===== src/rtl/pes_elc_pkg.sv =====
// Shared elevator-controller definitions: dispatcher state encoding and floor
// one-hot/index conversion helpers used by both dispatcher and controller.
package pes_elc_pkg;

    localparam int FLOORS_DEFAULT = 8;
    // Helpers work at a fixed maximum width; callers cast to their own width.
    localparam int MAX_FLOORS = 64;
    localparam int MAX_IDX_W  = 6;

    typedef enum logic [1:0] {
        IDLE   = 2'd0,
        SELECT = 2'd1,
        ISSUE  = 2'd2,
        HOLD   = 2'd3
    } elc_state_t;

    function automatic logic [MAX_IDX_W-1:0] onehot_to_idx(input logic [MAX_FLOORS-1:0] oh);
        logic [MAX_IDX_W-1:0] idx;
        idx = '0;
        for (int i = 0; i < MAX_FLOORS; i++) begin
            if (oh[i]) idx = MAX_IDX_W'(i);
        end
        return idx;
    endfunction

    function automatic logic [MAX_FLOORS-1:0] idx_to_onehot(input logic [MAX_IDX_W-1:0] idx);
        logic [MAX_FLOORS-1:0] oh;
        oh      = '0;
        oh[idx] = 1'b1;
        return oh;
    endfunction

endpackage


===== src/rtl/pes_elc_scan_select.sv =====
// SCAN target picker: from the pending calls, cabin index and sweep direction,
// returns the next target floor (one-hot), whether one exists, and whether the sweep reverses.
module pes_elc_scan_select
    import pes_elc_pkg::*;
#(
    parameter int NUM_FLOORS = FLOORS_DEFAULT,
    parameter int IDX_W      = 3
) (
    input  logic [NUM_FLOORS-1:0] pending,
    input  logic [IDX_W-1:0]      cur_idx,
    input  logic                  sweep_up,
    output logic [NUM_FLOORS-1:0] target,
    output logic                  found,
    output logic                  flip
);

    logic             up_hit, below_hit, dn_hit, above_hit;
    logic [IDX_W-1:0] up_idx, below_idx, dn_idx, above_idx, tgt_idx;

    // Descending scan keeps the lowest match, ascending scan keeps the highest.
    always_comb begin
        up_hit    = 1'b0;
        above_hit = 1'b0;
        dn_hit    = 1'b0;
        below_hit = 1'b0;
        up_idx    = '0;
        above_idx = '0;
        dn_idx    = '0;
        below_idx = '0;
        for (int i = NUM_FLOORS - 1; i >= 0; i--) begin
            if (pending[i] && i >= int'(cur_idx)) begin
                up_hit = 1'b1;
                up_idx = IDX_W'(i);
            end
            if (pending[i] && i > int'(cur_idx)) begin
                above_hit = 1'b1;
                above_idx = IDX_W'(i);
            end
        end
        for (int i = 0; i < NUM_FLOORS; i++) begin
            if (pending[i] && i <= int'(cur_idx)) begin
                dn_hit = 1'b1;
                dn_idx = IDX_W'(i);
            end
            if (pending[i] && i < int'(cur_idx)) begin
                below_hit = 1'b1;
                below_idx = IDX_W'(i);
            end
        end
    end

    always_comb begin
        found   = 1'b0;
        flip    = 1'b0;
        tgt_idx = '0;
        if (sweep_up) begin
            if (up_hit) begin
                found   = 1'b1;
                tgt_idx = up_idx;
            end else if (below_hit) begin
                found   = 1'b1;
                flip    = 1'b1;
                tgt_idx = below_idx;
            end
        end else begin
            if (dn_hit) begin
                found   = 1'b1;
                tgt_idx = dn_idx;
            end else if (above_hit) begin
                found   = 1'b1;
                flip    = 1'b1;
                tgt_idx = above_idx;
            end
        end
        target = found ? NUM_FLOORS'(idx_to_onehot(MAX_IDX_W'(tgt_idx))) : '0;
    end

endmodule


===== src/rtl/pes_elc_call_dispatcher.sv =====
// Elevator call dispatcher: latches call buttons, picks targets with a SCAN sweep,
// presents one request at a time to the controller and dwells after each completion.
module pes_elc_call_dispatcher
    import pes_elc_pkg::*;
#(
    parameter int NUM_FLOORS = FLOORS_DEFAULT,
    parameter int DOOR_HOLD  = 4
) (
    input  logic                  clk,
    input  logic                  reset,
    input  logic [NUM_FLOORS-1:0] call_btn,
    input  logic [NUM_FLOORS-1:0] current_floor,
    input  logic                  complete,
    input  logic                  door_alert,
    input  logic                  weight_alert,
    output logic [NUM_FLOORS-1:0] request_floor,
    output logic                  request_valid,
    output logic [NUM_FLOORS-1:0] pending,
    output logic                  sweep_up,
    output logic                  busy
);

    localparam int               IDX_W     = (NUM_FLOORS > 1) ? $clog2(NUM_FLOORS) : 1;
    localparam int               CNT_W     = $clog2(DOOR_HOLD + 1);
    localparam logic [CNT_W-1:0] HOLD_LAST = CNT_W'(DOOR_HOLD - 1);

    elc_state_t            state, state_nxt;
    logic [NUM_FLOORS-1:0] pending_q, req_q, clr, target;
    logic                  sweep_q, found, flip, load_target;
    logic [CNT_W-1:0]      dwell_q;
    logic [IDX_W-1:0]      cur_idx;
    logic                  cur_valid, alert, dwell_done;

    assign cur_idx    = IDX_W'(onehot_to_idx(MAX_FLOORS'(current_floor)));
    assign cur_valid  = $onehot(current_floor);
    assign alert      = door_alert | weight_alert;
    assign dwell_done = (dwell_q == HOLD_LAST);

    pes_elc_scan_select #(
        .NUM_FLOORS (NUM_FLOORS),
        .IDX_W      (IDX_W)
    ) u_scan_select (
        .pending  (pending_q),
        .cur_idx  (cur_idx),
        .sweep_up (sweep_q),
        .target   (target),
        .found    (found),
        .flip     (flip)
    );

    always_comb begin
        state_nxt   = state;
        load_target = 1'b0;
        clr         = '0;
        case (state)
            IDLE: begin
                if ((|pending_q) && cur_valid && !alert) state_nxt = SELECT;
            end
            SELECT: begin
                if ((|pending_q) && cur_valid && found) begin
                    state_nxt   = ISSUE;
                    load_target = 1'b1;
                end else begin
                    state_nxt = IDLE;
                end
            end
            // Alerts are deliberately not sampled here: an issued request runs to completion.
            ISSUE: begin
                if (complete) begin
                    state_nxt = HOLD;
                    clr       = req_q;
                end
            end
            HOLD: begin
                if (dwell_done && !alert) state_nxt = IDLE;
            end
            default: state_nxt = IDLE;
        endcase
    end

    always_ff @(posedge clk or negedge reset) begin
        if (!reset) begin
            state     <= IDLE;
            pending_q <= '0;
            req_q     <= '0;
            sweep_q   <= 1'b1;
            dwell_q   <= '0;
        end else begin
            state     <= state_nxt;
            pending_q <= (pending_q | call_btn) & ~clr;
            if (load_target) begin
                req_q   <= target;
                sweep_q <= sweep_q ^ flip;
            end
            if (state == ISSUE) begin
                dwell_q <= '0;
            end else if (state == HOLD && !dwell_done) begin
                dwell_q <= dwell_q + 1'b1;
            end
        end
    end

    assign request_floor = req_q;
    assign request_valid = (state == ISSUE);
    assign pending       = pending_q;
    assign sweep_up      = sweep_q;
    assign busy          = (state != IDLE);

endmodule

===== config.mk =====
export PLATFORM = sky130hd
export DESIGN_NAME = pes_elc_call_dispatcher
export DESIGN_NICKNAME = d
export VERILOG_FILES = /design/src/rtl/pes_elc_pkg.sv /design/src/rtl/pes_elc_scan_select.sv /design/src/rtl/pes_elc_call_dispatcher.sv
export SDC_FILE = /design/constraint.sdc
export NUM_CORES = 1
export LEC_CHECK = 0
export CAP_MARGIN = 20
export CELL_PAD_IN_SITES_DETAIL_PLACEMENT = 0
export CELL_PAD_IN_SITES_GLOBAL_PLACEMENT = 1
export CORE_ASPECT_RATIO = 0.5
export CORE_MARGIN = 5
export CORE_UTILIZATION = 30
export CTS_BUF_LIST = sky130_fd_sc_hd__clkbuf_2 sky130_fd_sc_hd__clkbuf_4 sky130_fd_sc_hd__clkbuf_8
export CTS_CLUSTER_SIZE = 16
export DETAILED_ROUTE_END_ITERATION = 10
export GPL_ROUTABILITY_DRIVEN = 0
export PLACE_DENSITY = 0.78
export SLEW_MARGIN = 30
export SYNTH_ARGS = -nofsm -noshare
export SYNTH_HDL_FRONTEND = slang
export SYNTH_SLANG_ARGS = --single-unit

===== constraint.sdc =====
create_clock -name clk -period 2.49 [get_ports clk]
set_input_delay 0.498 -clock clk [delete_from_list [all_inputs] [get_ports clk]]
set_output_delay 0.498 -clock clk [all_outputs]
set_load 0.01 [all_outputs]

# == After elaboration in Yosys (flattened, before gate mapping) ==
# Cells that the tools add are included.
# word_totals
romBits,0
elab_cells,189
mem_count,0
in_bits,21
ram_bits,0
latch_bits,0
ff_bits,22
# classes
add_sub_neg,8
n_bitwise,5
n_reduce_logical,41
magnitude_cmp,30
n_mul,0
n_shift,0
n_eq_ne,8
div_mod_pow,0
mux,92
# op_table
operator,n
$mux W3,34
$mux W1,44
$logic_and A1 B1 Y1,34
$mux W8,3
$mux W2,9
$gt A3 B3 Y1 const A,4
$le A3 B3 Y1 const A,4
$ge A3 B3 Y1 const A,3
$lt A3 B3 Y1 const A,3
$add A1 B1 Y2,4
$and A8 B8 Y8,1
$not A8 Y8,1
$or A8 B8 Y8,1
$pmux W2 S4,1
$reduce_or A8 Y1,1
$lt A3 B7 Y1 const B,1
$add A2 B2 Y3,2
$ge A1 B3 Y1 const A,2
$ge A2 B3 Y1 const A,2
$gt A2 B3 Y1 const A,2
$le A2 B3 Y1 const A,2
$lt A1 B3 Y1 const A,2
$lt A2 B3 Y1 const A,2
$ne A2 B2 Y1 const B,3
16 further kinds,19

# == Depth between registers and ports, before layout ==
# logic_depth
depth_word,24
depth_mapped,15

# == By module ==
# From an unflattened synthesis, not the netlist that was laid out.
# unflattened
cells_unflattened,266
area_unflattened_um2,2082.0
# by_module_without_submodules
mod,instances,cells_each,area_each_um2
pes_elc_call_dispatcher,1,114,1169.9
pes_elc_scan_select,1,152,912.1

# == Least setup slack after synthesis ==
# Ideal clock, no wire load.
# synth_path
kind,input to register
from,input current_floor[0]
to,register req_q[4] (netlist: request_floor[4])
t_required_ns,2.424
path_buffers,0
setup_slack_ns,-1.178
arrival_time_ns,3.601
setup_ns,0.066
stages,14
path_cell_list,fa_1 > inv_1 > fa_1 > fa_1 > inv_1 > ha_1 > inv_1 > fa_1 > nand2_1 > a311oi_1 > nand3_1 > nand3b_1 > nor2b_1 > a22o_1
# synth_between
elab_chain_len,8
# synth_rtl
item,line_no,text
start: declaration,pes_elc_call_dispatcher.sv:12,"input logic [NUM_FLOORS-1:0] current_floor,"
$add A1 B1 Y2 (implied by the code),pes_elc_call_dispatcher.sv:35,assign cur_valid = $onehot(current_floor);
$add A2 B2 Y3 (implied by the code),pes_elc_call_dispatcher.sv:35,
$add A3 B3 Y4 (implied by the code),pes_elc_call_dispatcher.sv:35,
$eq A4 B1 Y1,pes_elc_call_dispatcher.sv:35,
$logic_and A1 B1 Y1 (2 in series),pes_elc_call_dispatcher.sv:60,if ((|pending_q) && cur_valid && found) begin
$mux W1,pes_elc_call_dispatcher.sv:60,
$mux W1,pes_elc_call_dispatcher.sv:55,case (state)
end signal: assignment,pes_elc_call_dispatcher.sv:92,req_q <= target;
end: declaration,pes_elc_call_dispatcher.sv:28,"logic [NUM_FLOORS-1:0] pending_q, req_q, clr, target;"
# Every way passes these cells.
# A chain may end at the register's enable or synchronous reset.

# == Final worst setup path ==
# Same ends and word-level chain as after synthesis.

==> results_dict.tcl <==
set metrics [dict create \
    die_x_um 118 \
    drtPass1Iterations 4 \
    synthXorXnorAreaFrac 0 \
    final_common_cell "clkdlybuf4s50_1" \
    swShare 0.366 \
    yosysWarnings 0 \
    wl_per_cell_um 15.1 \
    vdd_ir_drop_max_v 0.000311 \
    htreeDepth 1 \
    required_ns 2.69 \
    slew_violations 0 \
    grt_use_total 0.133 \
    crit_arrival_ns 3.98 \
    synth_top_family_by_area "compound AO/OA/AOI/OAI gates" \
    final_cells 341 \
    synth_edf_count 0 \
    synth.distinct_cells 55 \
    syn_nets 238 \
    vias_per_cell 5.25 \
    synth-compound-area-share 0.308 \
    pwr-share-seq 0.359 \
    rr_worst_depth 6 \
    dp.cells 337 \
    grt_pass1_wl_um 8420 \
    worst-path-max-fanout 4 \
    synthCells 208 \
    cts_made_buffers 3 \
    setup_violations 11 \
    clk_latency_ns 0.26 \
    comb_power_share 0.463 \
    hold_viol 0 \
    fp.dieH_um 64.2 \
    slew_headroom 0.525 \
    rsz0062_at_grt "yes" \
    ys_seq_area_frac 0.314 \
    nets 299 \
    drt-initial-drc-count 85 \
    ant_nets 0 \
    num_io_pins 40 \
    critPathCaptureType "flop" \
    insertedDiodeCount 0 \
    grt_pass1_vias 1752 \
    power.leakage_nw 1.04 \
    ys_ff_latch 22 \
    synth_mux_area_frac 0.00569 \
    setup_ws_ns -1.29 \
    hold_end "dwell_q[2]" \
    path_class "input port to flop" \
    post_dp_cell_area_um2 2380 \
    numClockSinks 22 \
    overflow 0 \
    drc 0 \
    status "finished, violations left" \
    worst_slew_pin_slew_ns 0.705 \
    cts_root_buf "clkbuf_8" \
    yosys.area_share.simple 0.203 \
    antenna_found_initial 0 \
    netlist_area_um2 1760 \
    r2r_start "pending[3]" \
    clock_power_share 0.178 \
    drive_above_1_share 0.235 \
    grt_max_degree 23 \
    final_cell_mix "36 x clkdlybuf4s50_1, 29 x buf_4, 22 x nor2_1" \
    cts.path.max_buffers 2 \
    clkTransAtPathRegs_ns 0.08 \
    n_fill_cell 519 \
    period_minus_slack_ns 3.78 \
    fin_skew_ns 0.00444 \
    maxCapViolations 0 \
    async_reset_ff_frac 1.00 \
    utilization 0.446 \
    min_from "dwell_q[2]" \
    holdCritPathClass "flop to flop" \
    p_switching_w 0.000526 \
    synth-adder-area-share 0.0811 \
    min_path_cells 2 \
    rrSetupSlack_ns 0.21 \
    hpwl_um 4070 \
    initial_core_util 0.315 \
    wl_um 5140 \
    ys.flop_type "dfrtp_1" \
    max_freq_mhz 265 \
    numPortBuffers 39 \
    dr_total_vias 1789 \
    timing.rr.end "request_floor[0]" \
    cts_tree "yes" \
    final_cell_area_um2 2490 \
    rows 19 \
    internal_power_w 0.000911 \
    startpoint_type "input port" \
    powerDensity_nw_per_um2 576 \
    period_share 1.52 \
    coreArea_um2 5590 \
    area_delta_synth_final_pct 41.7 \
    violations "setup timing" \
    die_area_um2 7590 \
    syn_avg_cell_area_um2 8.46 \
]
==> cells by family after synthesis <==
kind of cell | Yosys count
AOI/OAI and AO/OA | 76
buffers and inverters | 31
adders and majority gates | 9
muxes | 1
and+or+nand+nor | 69
DFF | 22
==> cells in the mapped netlist (all sizes together), types with 2 or more instances <==
cell type,instances,area [µm²]
a21oi,19,98.9
dfrtp,21,526
ha,5,62.6
a21o,2,16.3
nor4,4,40.0
nand2b,3,18.8
nor2b,5,31.3
nand3,2,10.0
a22oi,3,22.5
o211ai,3,22.5
nor3,5,36.3
or2,2,12.5
a31oi,3,18.8
o2bb2ai,2,17.5
o31ai,6,58.8
nor2,23,86.3
clkbuf,6,26.3
o21ai,15,78.8
and3,2,12.5
buf,7,61.3
or4,2,18.8
a22o,7,62.6
nand2,18,67.6
fa,4,80.1
o22ai,3,18.8
o21a,2,16.3
a32o,2,20.0
inv,18,67.6
==> metrics by stage <==
step	hold WS (ns)	total power [W]	TNS [ns]	worst slack [ns]
after global routing	0.513	0.00154	-13.97	-1.39
after global placement	0.458	0.00114	-19.10	-1.83
after detailed placement	0.460	0.00116	-19.78	-1.92
final	0.476	0.00144	-12.91	-1.29
after floorplan	0.202	0.000870	-11.71	-1.15
after CTS	0.478	0.00143	-14.23	-1.37
==> final cells by class <==
cell class / instances / area, µm² / share of cell area
multi-input cells: 155 / 1110 / 0.445
repair buffers: 69 / 617 / 0.247
flip-flops and latches: 22 / 552 / 0.221
well taps: 73 / 91.3 / 0.0366
inverters: 18 / 67.6 / 0.0271
clock buffers: 4 / 55.1 / 0.0221
==> flip-flops by register name, indices dropped and copies added (netlist names), named ones only <==
register	count
sweep_up	1
request_floor	8
dwell_q	3
pending	8
state	1
==> metal layers <==
| layer | track usage | up-vias | share of wire |
|---|---|---|---|
| li1 | - | 876 | - |
| met1 | 0.176 | 848 | 0.45 |
| met2 | 0.230 | 61 | 0.49 |
| met3 | 0.00969 | 4 | 0.049 |
| met4 | 0.0529 | 0 | 0.014 |
| met5 | 0 | - | 0 |
==> critical path: stages <==
cell and delay, ns:
buf_6 0.09, fa_1 0.53, inv_1 0.05, fa_1 0.50, fa_1 0.42, inv_1 0.07, ha_2 0.18, inv_2 0.04
fa_2 0.52, nand2_2 0.06, a311oi_4 0.31, nand3_2 0.17, nand3b_1 0.23, nor2b_1 0.17, a22o_1 0.14
==> worst max-delay path by stage <==
| stage | start | endpoint | slack [ns] | cells after the start |
|---|---|---|---|---|
| floorplan | current_floor[0] | request_floor[4] | -1.15 | 14 |
| global placement | current_floor[0] | sweep_up | -1.83 | 15 |
| detailed placement | current_floor[0] | sweep_up | -1.92 | 15 |
| CTS | current_floor[3] | request_floor[4] | -1.37 | 16 |
| global route | current_floor[0] | request_floor[5] | -1.39 | 15 |
| finish | current_floor[0] | request_floor[4] | -1.29 | 15 |
==> power groups by stage <==
| stage | clock network, W | registers (W) | logic (W) |
|---|---|---|---|
| after floorplan | 0 | 0.000505 | 0.000366 |
| after global placement | 0 | 0.000521 | 0.000620 |
| after detailed placement | 0 | 0.000523 | 0.000636 |
| after CTS | 0.000259 | 0.000516 | 0.000651 |
| after global routing | 0.000271 | 0.000533 | 0.000735 |
| final | 0.000255 | 0.000516 | 0.000665 |
==> repair_timing <==
| item | CTS | global route |
|---|---|---|
| pin swaps | 11 | 9 |
| buffers inserted | 2 | 0 |
| endpoints found under the setup margin | 11 | 11 |
| gates resized for setup | 21 | 7 |
| hold buffers | 0 | 0 |
Power figures use the tool's default switching activity.
